--- src/rtl/regfile_access_ctrl_if.sv ---
// Command/response bundle between the system sequencer and regfile_access_ctrl.
// master = sequencer side, slave = controller side.
interface regfile_access_ctrl_if #(
    parameter int unsigned DATA_W = 16,
    parameter int unsigned ADDR_W = 4
);
    logic              cmd_valid;
    logic              cmd_ready;
    logic [1:0]        cmd_op;
    logic [ADDR_W-1:0] cmd_addr;
    logic [ADDR_W-1:0] cmd_len;
    logic [DATA_W-1:0] cmd_data;
    logic              rsp_valid;
    logic [DATA_W-1:0] rsp_data;
    logic [ADDR_W-1:0] rsp_addr;
    logic              err;
    logic              busy;

    modport master (
        output cmd_valid, cmd_op, cmd_addr, cmd_len, cmd_data,
        input  cmd_ready, rsp_valid, rsp_data, rsp_addr, err, busy
    );

    modport slave (
        input  cmd_valid, cmd_op, cmd_addr, cmd_len, cmd_data,
        output cmd_ready, rsp_valid, rsp_data, rsp_addr, err, busy
    );
endinterface

--- src/rtl/regfile_access_ctrl.sv ---
// Command-driven initiator for the regfile8x16 storage port: sequences single/burst
// writes and reads onto the regfile and returns tagged read responses.
module regfile_access_ctrl #(
    parameter int unsigned DATA_W = 16,
    parameter int unsigned ADDR_W = 4,
    parameter int unsigned DEPTH  = 8,
    parameter int unsigned RD_LAT = 1
) (
    input  logic                CLK,
    input  logic                RST,
    regfile_access_ctrl_if.slave bus,
    output logic [DATA_W-1:0]   WrData,
    output logic [ADDR_W-1:0]   Address,
    output logic                WrEn,
    output logic                RdEn,
    input  logic [DATA_W-1:0]   RdData
);

    typedef enum logic [1:0] {StIdle, StWr, StRd, StDrain} state_e;

    localparam logic [ADDR_W-1:0] LastAddr = ADDR_W'(DEPTH - 1);
    localparam logic [ADDR_W:0]   DepthW   = (ADDR_W + 1)'(DEPTH);
    localparam logic [ADDR_W:0]   CntOne   = (ADDR_W + 1)'(1);

    state_e              state_q, state_d;
    logic [ADDR_W:0]     cnt_q, cnt_d;
    logic                wr_en_q, wr_en_d;
    logic                rd_en_q, rd_en_d;
    logic [ADDR_W-1:0]   address_q, address_d;
    logic [DATA_W-1:0]   wr_data_q, wr_data_d;
    logic                err_q, err_d;
    logic                cmd_ready_q, cmd_ready_d;
    logic                busy_q, busy_d;
    logic [RD_LAT-1:0]   tag_vld_q, tag_vld_d;
    logic [ADDR_W-1:0]   tag_addr_q [RD_LAT];
    logic [ADDR_W-1:0]   tag_addr_d [RD_LAT];
    logic                pending;

    function automatic logic [ADDR_W-1:0] wrap_inc(input logic [ADDR_W-1:0] a);
        return (a == LastAddr) ? '0 : a + 1'b1;
    endfunction

    always_comb begin
        state_d     = state_q;
        cnt_d       = cnt_q;
        wr_en_d     = 1'b0;
        rd_en_d     = 1'b0;
        address_d   = address_q;
        wr_data_d   = wr_data_q;
        err_d       = 1'b0;
        cmd_ready_d = cmd_ready_q;
        busy_d      = busy_q;

        // Tag pipeline: stage 0 tracks the read issued this cycle, last stage is the response.
        tag_vld_d[0]  = rd_en_q;
        tag_addr_d[0] = address_q;
        for (int i = 1; i < int'(RD_LAT); i++) begin
            tag_vld_d[i]  = tag_vld_q[i-1];
            tag_addr_d[i] = tag_addr_q[i-1];
        end
        pending = 1'b0;
        for (int i = 0; i < int'(RD_LAT) - 1; i++) begin
            pending = pending | tag_vld_q[i];
        end

        unique case (state_q)
            StIdle: begin
                if (bus.cmd_valid && cmd_ready_q) begin
                    if ({1'b0, bus.cmd_addr} >= DepthW) begin
                        err_d = 1'b1;
                    end else begin
                        address_d   = bus.cmd_addr;
                        cmd_ready_d = 1'b0;
                        busy_d      = 1'b1;
                        cnt_d       = bus.cmd_op[1] ? ({1'b0, bus.cmd_len} + 1'b1) : CntOne;
                        if (!bus.cmd_op[0]) begin
                            state_d   = StWr;
                            wr_en_d   = 1'b1;
                            wr_data_d = bus.cmd_data;
                        end else begin
                            state_d = StRd;
                            rd_en_d = 1'b1;
                        end
                    end
                end
            end
            StWr: begin
                if (cnt_q == CntOne) begin
                    state_d     = StIdle;
                    cmd_ready_d = 1'b1;
                    busy_d      = 1'b0;
                end else begin
                    wr_en_d   = 1'b1;
                    address_d = wrap_inc(address_q);
                    cnt_d     = cnt_q - 1'b1;
                end
            end
            StRd: begin
                if (cnt_q == CntOne) begin
                    state_d = StDrain;
                end else begin
                    rd_en_d   = 1'b1;
                    address_d = wrap_inc(address_q);
                    cnt_d     = cnt_q - 1'b1;
                end
            end
            StDrain: begin
                if (!pending) begin
                    state_d     = StIdle;
                    cmd_ready_d = 1'b1;
                    busy_d      = 1'b0;
                end
            end
            default: begin
                state_d     = StIdle;
                cmd_ready_d = 1'b1;
                busy_d      = 1'b0;
            end
        endcase
    end

    always_ff @(posedge CLK or posedge RST) begin
        if (RST) begin
            state_q     <= StIdle;
            cnt_q       <= '0;
            wr_en_q     <= 1'b0;
            rd_en_q     <= 1'b0;
            address_q   <= '0;
            wr_data_q   <= '0;
            err_q       <= 1'b0;
            cmd_ready_q <= 1'b1;
            busy_q      <= 1'b0;
            tag_vld_q   <= '0;
            for (int i = 0; i < int'(RD_LAT); i++) begin
                tag_addr_q[i] <= '0;
            end
        end else begin
            state_q     <= state_d;
            cnt_q       <= cnt_d;
            wr_en_q     <= wr_en_d;
            rd_en_q     <= rd_en_d;
            address_q   <= address_d;
            wr_data_q   <= wr_data_d;
            err_q       <= err_d;
            cmd_ready_q <= cmd_ready_d;
            busy_q      <= busy_d;
            tag_vld_q   <= tag_vld_d;
            for (int i = 0; i < int'(RD_LAT); i++) begin
                tag_addr_q[i] <= tag_addr_d[i];
            end
        end
    end

    assign WrData        = wr_data_q;
    assign Address       = address_q;
    assign WrEn          = wr_en_q;
    assign RdEn          = rd_en_q;
    assign bus.cmd_ready = cmd_ready_q;
    assign bus.busy      = busy_q;
    assign bus.err       = err_q;
    assign bus.rsp_valid = tag_vld_q[RD_LAT-1];
    // Gated so response fields read as zero outside a response beat and after reset.
    assign bus.rsp_data  = tag_vld_q[RD_LAT-1] ? RdData : '0;
    assign bus.rsp_addr  = tag_vld_q[RD_LAT-1] ? tag_addr_q[RD_LAT-1] : '0;

endmodule

--- src/flat_wrapper.sv ---
// flat-port wrapper written by rule: the top's interface ports become plain ports
module regfile_access_ctrl_flat 
#(
    parameter int unsigned DATA_W = 16,
    parameter int unsigned ADDR_W = 4,
    parameter int unsigned DEPTH  = 8,
    parameter int unsigned RD_LAT = 1
)
  (CLK, RST, WrData, Address, WrEn, RdEn, RdData, bus_cmd_valid, bus_cmd_op, bus_cmd_addr, bus_cmd_len, bus_cmd_data, bus_cmd_ready, bus_rsp_valid, bus_rsp_data, bus_rsp_addr, bus_err, bus_busy);
  regfile_access_ctrl_if #(.DATA_W(DATA_W), .ADDR_W(ADDR_W)) bus_i ();
  input  logic CLK;
  input  logic RST;
  output logic [DATA_W-1:0] WrData;
  output logic [ADDR_W-1:0] Address;
  output logic WrEn;
  output logic RdEn;
  input  logic [DATA_W-1:0] RdData;
  input wire logic [$bits(bus_i.cmd_valid)-1:0] bus_cmd_valid;
  input wire logic [$bits(bus_i.cmd_op)-1:0] bus_cmd_op;
  input wire logic [$bits(bus_i.cmd_addr)-1:0] bus_cmd_addr;
  input wire logic [$bits(bus_i.cmd_len)-1:0] bus_cmd_len;
  input wire logic [$bits(bus_i.cmd_data)-1:0] bus_cmd_data;
  output wire logic [$bits(bus_i.cmd_ready)-1:0] bus_cmd_ready;
  output wire logic [$bits(bus_i.rsp_valid)-1:0] bus_rsp_valid;
  output wire logic [$bits(bus_i.rsp_data)-1:0] bus_rsp_data;
  output wire logic [$bits(bus_i.rsp_addr)-1:0] bus_rsp_addr;
  output wire logic [$bits(bus_i.err)-1:0] bus_err;
  output wire logic [$bits(bus_i.busy)-1:0] bus_busy;
  assign bus_i.cmd_valid = bus_cmd_valid;
  assign bus_i.cmd_op = bus_cmd_op;
  assign bus_i.cmd_addr = bus_cmd_addr;
  assign bus_i.cmd_len = bus_cmd_len;
  assign bus_i.cmd_data = bus_cmd_data;
  assign bus_cmd_ready = bus_i.cmd_ready;
  assign bus_rsp_valid = bus_i.rsp_valid;
  assign bus_rsp_data = bus_i.rsp_data;
  assign bus_rsp_addr = bus_i.rsp_addr;
  assign bus_err = bus_i.err;
  assign bus_busy = bus_i.busy;
  regfile_access_ctrl #(.DATA_W(DATA_W), .ADDR_W(ADDR_W), .DEPTH(DEPTH), .RD_LAT(RD_LAT)) u_core (.CLK(CLK), .RST(RST), .bus(bus_i), .WrData(WrData), .Address(Address), .WrEn(WrEn), .RdEn(RdEn), .RdData(RdData));
endmodule
--- config.mk ---
export PLATFORM = sky130hd
export DESIGN_NAME = regfile_access_ctrl_flat
export DESIGN_NICKNAME = d
export VERILOG_FILES = /design/src/rtl/regfile_access_ctrl_if.sv /design/src/rtl/regfile_access_ctrl.sv /design/src/flat_wrapper.sv
export SDC_FILE = /design/constraint.sdc
export NUM_CORES = 1
export LEC_CHECK = 0
export CAP_MARGIN = 10
export CORE_ASPECT_RATIO = 0.6
export CORE_UTILIZATION = 36
export DETAILED_ROUTE_END_ITERATION = 10
export PLACE_DENSITY_LB_ADDON = 0.3
export SETUP_SLACK_MARGIN = 0.5
export SLEW_MARGIN = 20
export SYNTH_ARGS = -nofsm -noshare
export SYNTH_HDL_FRONTEND = slang
export SYNTH_SLANG_ARGS = --single-unit
export TNS_END_PERCENT = 5
--- constraint.sdc ---
create_clock -name CLK -period 2.1 [get_ports CLK]
set_clock_uncertainty 0.2 [all_clocks]
set_input_delay 0.42 -clock CLK [delete_from_list [all_inputs] [get_ports CLK]]
set_output_delay 0.42 -clock CLK [all_outputs]
set_load 0.1 [all_outputs]
==> results by group <==
Outcome
  • Status: finished, final reports clean

Global routing
  • Gr ovfl total: 0
  • First-pass GRT wire length: slightly above 8000 um
  • Largest net degree at the start of global routing: 25
  • GRT Util Overall: 19.91%
  • Vias in the first global route: 1,701
  • Initial antenna violation count: 0

Yosys
  • Synthesized area per cell: 10.95 um2
  • Synthesized area: about 0.0019 mm2
  • Ys flop type: dfrtp_1
  • Synth Warn #: 0
  • Number of flops mapped to enable cells by yosys: 0
  • Flops & latches, synth: 37
  • Sequential area share after synthesis: 49.80%
  • Synth cell count leaders: dfrtp_1 (36), and2_1 (21), mux2_2 (16)
  • Unique masters post-synth: between 40 and 50
  • Syn nets: around 220
  • Share of the synthesized area in the top cell type: 48.39%
  • Most common cell in the synthesized netlist: dfrtp_1
  • Ranking of synthesized cells by area: dfrtp_1 (48%), mux2_2 (9.7%), and2_1 (7.1%)
  • Synth Instances: 170
  • Post-synth ARST share: 100.0%
  • Post-synth top area cell: dfrtp_1

Clocking
  • Clk buf depth: 2
  • Worst-Skew Late Latency: a little under 0.3 ns
  • CTS Buf Count: 5
  • Clock sinks: 37
  • CTS clk-pin slew, worst paths: approximately 0.08 ns
  • CTS root buf: clkbuf_8
  • TritonCTS clock tree: yes
  • H-tree Lvls: 2

STA
  • Post-route setup slack: about 0.091 ns
  • FMAX: around 500 MHz
  • Slew Limit Fails: 0
  • Slew @ Worst Pin: approximately 0.38 ns
  • Slew HR: about three quarters
  • RSZ-0062 raised after global routing: yes
  • Min cycle time layout: between 2 and 2.5 ns
  • Final hold vios: 0
  • Tcrit/Tclk final: between 90% and 100%
  • Setup violators final: 0

Critical path
  • Setup crit end kind: register
  • Worst reg2reg startpoint: u_core.cnt_q[1]$_DFFE_PP0P_
  • CP Launch Type: register
  • Crit-path max FO: 7
  • Worst EP arrival: 1.99 ns
  • Worst Setup SP: u_core.cnt_q[1]$_DFFE_PP0P_
  • FF-to-FF path depth: 6
  • Capturing point of the worst reg2reg path: u_core.bus.busy$_DFFE_PP0P_
  • Critical Path End: u_core.bus.busy$_DFFE_PP0P_
  • Reg2Reg Setup Slack: roughly 0.091 ns
  • Critical path type: register to register
  • Worst Path Required: about 2.1 ns

Floorplanning
  • IO Count: 91
  • Starting Density: 38.96%
  • Core area: roughly 0.0048 mm2
  • Chip width: between 90 and 100 um
  • Row cnt: 19
  • Die height: ~58 um
  • Die area: 0.005473 mm2

Route
  • First-pass DRT Iterations: 5
  • Vias per cell: about 5
  • DRC: 0
  • WL final: around 5300 um
  • Final ANT Viol Nets: 0
  • Initial DRC Count: between 70 and 80
  • Wire length per cell: about 15 um
  • Detailed-route via count: about 1,800

Cells and area
  • Ant diodes: 0
  • Area delta synth->final: 94.15%
  • Fraction of layout cells with a size suffix above 1: approximately 43%
  • Cell Count, Final, Fillers Out: around 350
  • Layout fillers: 317
  • Total Nets Final: ~340

Worst hold path
  • Hold WC Path Type: primary input to asynchronous set/reset pin

Placement
  • Dpl cells: between 300 and 400
  • Place WS: -0.03764 ns
  • Port bufs: 90
  • Gpl congestion: 0.9965
  • DP HPWL: approximately 4000 um

Flow run
  • Max-cap violations: 0
worst min path at each step:
stage	endpoint	slack, ns	cells past startpoint
finish	u_core.WrData[0]$_DFFE_PP0P_	0.24	3
global route	u_core.WrData[0]$_DFFE_PP0P_	0.26	3
CTS	u_core.RdEn$_DFF_PP0_	0.24	3
detailed placement	u_core.bus.rsp_valid$_DFF_PP0_	0.23	0
global placement	u_core.bus.rsp_valid$_DFF_PP0_	0.22	0
floorplan	u_core.cnt_q[4]$_DFFE_PP0P_	0.29	2
cell usage in the layout, fill, tap and decap left out, drive strengths merged, types with 6 or more instances in the layout:
cell type      count
inv               10
o21ai              9
mux2              16
nand2             12
clkdlybuf4s50     44
ha                 8
a21oi             10
and2              21
buf               66
dfrtp             36
nor2               6
clkbuf             6
what timing repair did:
item                       CTS  global route
buffers inserted             4             2
gates cloned                 1             0
hold buffers                 0             0
pin swaps                    3             2
setup endpoints to repair   55            57
gates resized for setup      5             7
logic make-up after synthesis:
logic type	synth area share, %
fa+ha+maj	5.377
mux	10.21
simple gates	16.80
flops	49.80
buf+inv	3.898
compound gates	12.97
xor+xnor	0.9410
per-stage QoR:
stage	instance area [um2]	hold WS (ns)	util, %	TNS (ns)
final	3615	0.2402	75.65	0
after global routing	3615	0.2589	75.65	0
after global placement	3423	0.2203	71.64	0
after floorplan	1914	0.2872	-	-0.7106
after CTS	3585	0.2386	75.02	0
after detailed placement	3423	0.2317	71.64	-0.3406
metal layers:
layer,GRT usage (%),share of wire (%),up-vias
met5,0,0,-
met4,5.411,0.65,0
met3,8.005,12,5
met2,29.80,45,102
met1,26.87,42,829
li1,-,-,822
layout make-up:
type	instances	area (um2)	area share, %
well taps	63	78.83	2.181
inverters	10	37.54	1.038
clock buffers	6	82.58	2.285
repair buffers	110	1531	42.37
flip-flops and latches	37	934.6	25.86
multi-input cells	118	935.9	25.89
clock inverters	2	13.76	0.3808
flip-flops by register name, summed over array words and instances, names as in the netlist:
signal and cells:
u_core.WrData 16, u_core.cnt_q 5, u_core.RdEn 1, u_core.bus.err 1, u_core.bus.busy 1, u_core.bus.cmd_ready 1, u_core.Address 4, u_core.state_q 2
u_core.tag_addr_q 4, u_core.WrEn 1, u_core.bus.rsp_valid 1
critical path, cell delays in order, from the launching register on:
cell     delay [ns]
dfrtp_1        0.41
inv_2          0.08
ha_4           0.11
or4b_4         0.46
buf_6          0.16
a221o_1        0.31
a21o_1         0.16
Power of run 1 is left out: the tool's default activity adds up to more than one toggle a clock period on the data nets, which glitch-free logic cannot reach.
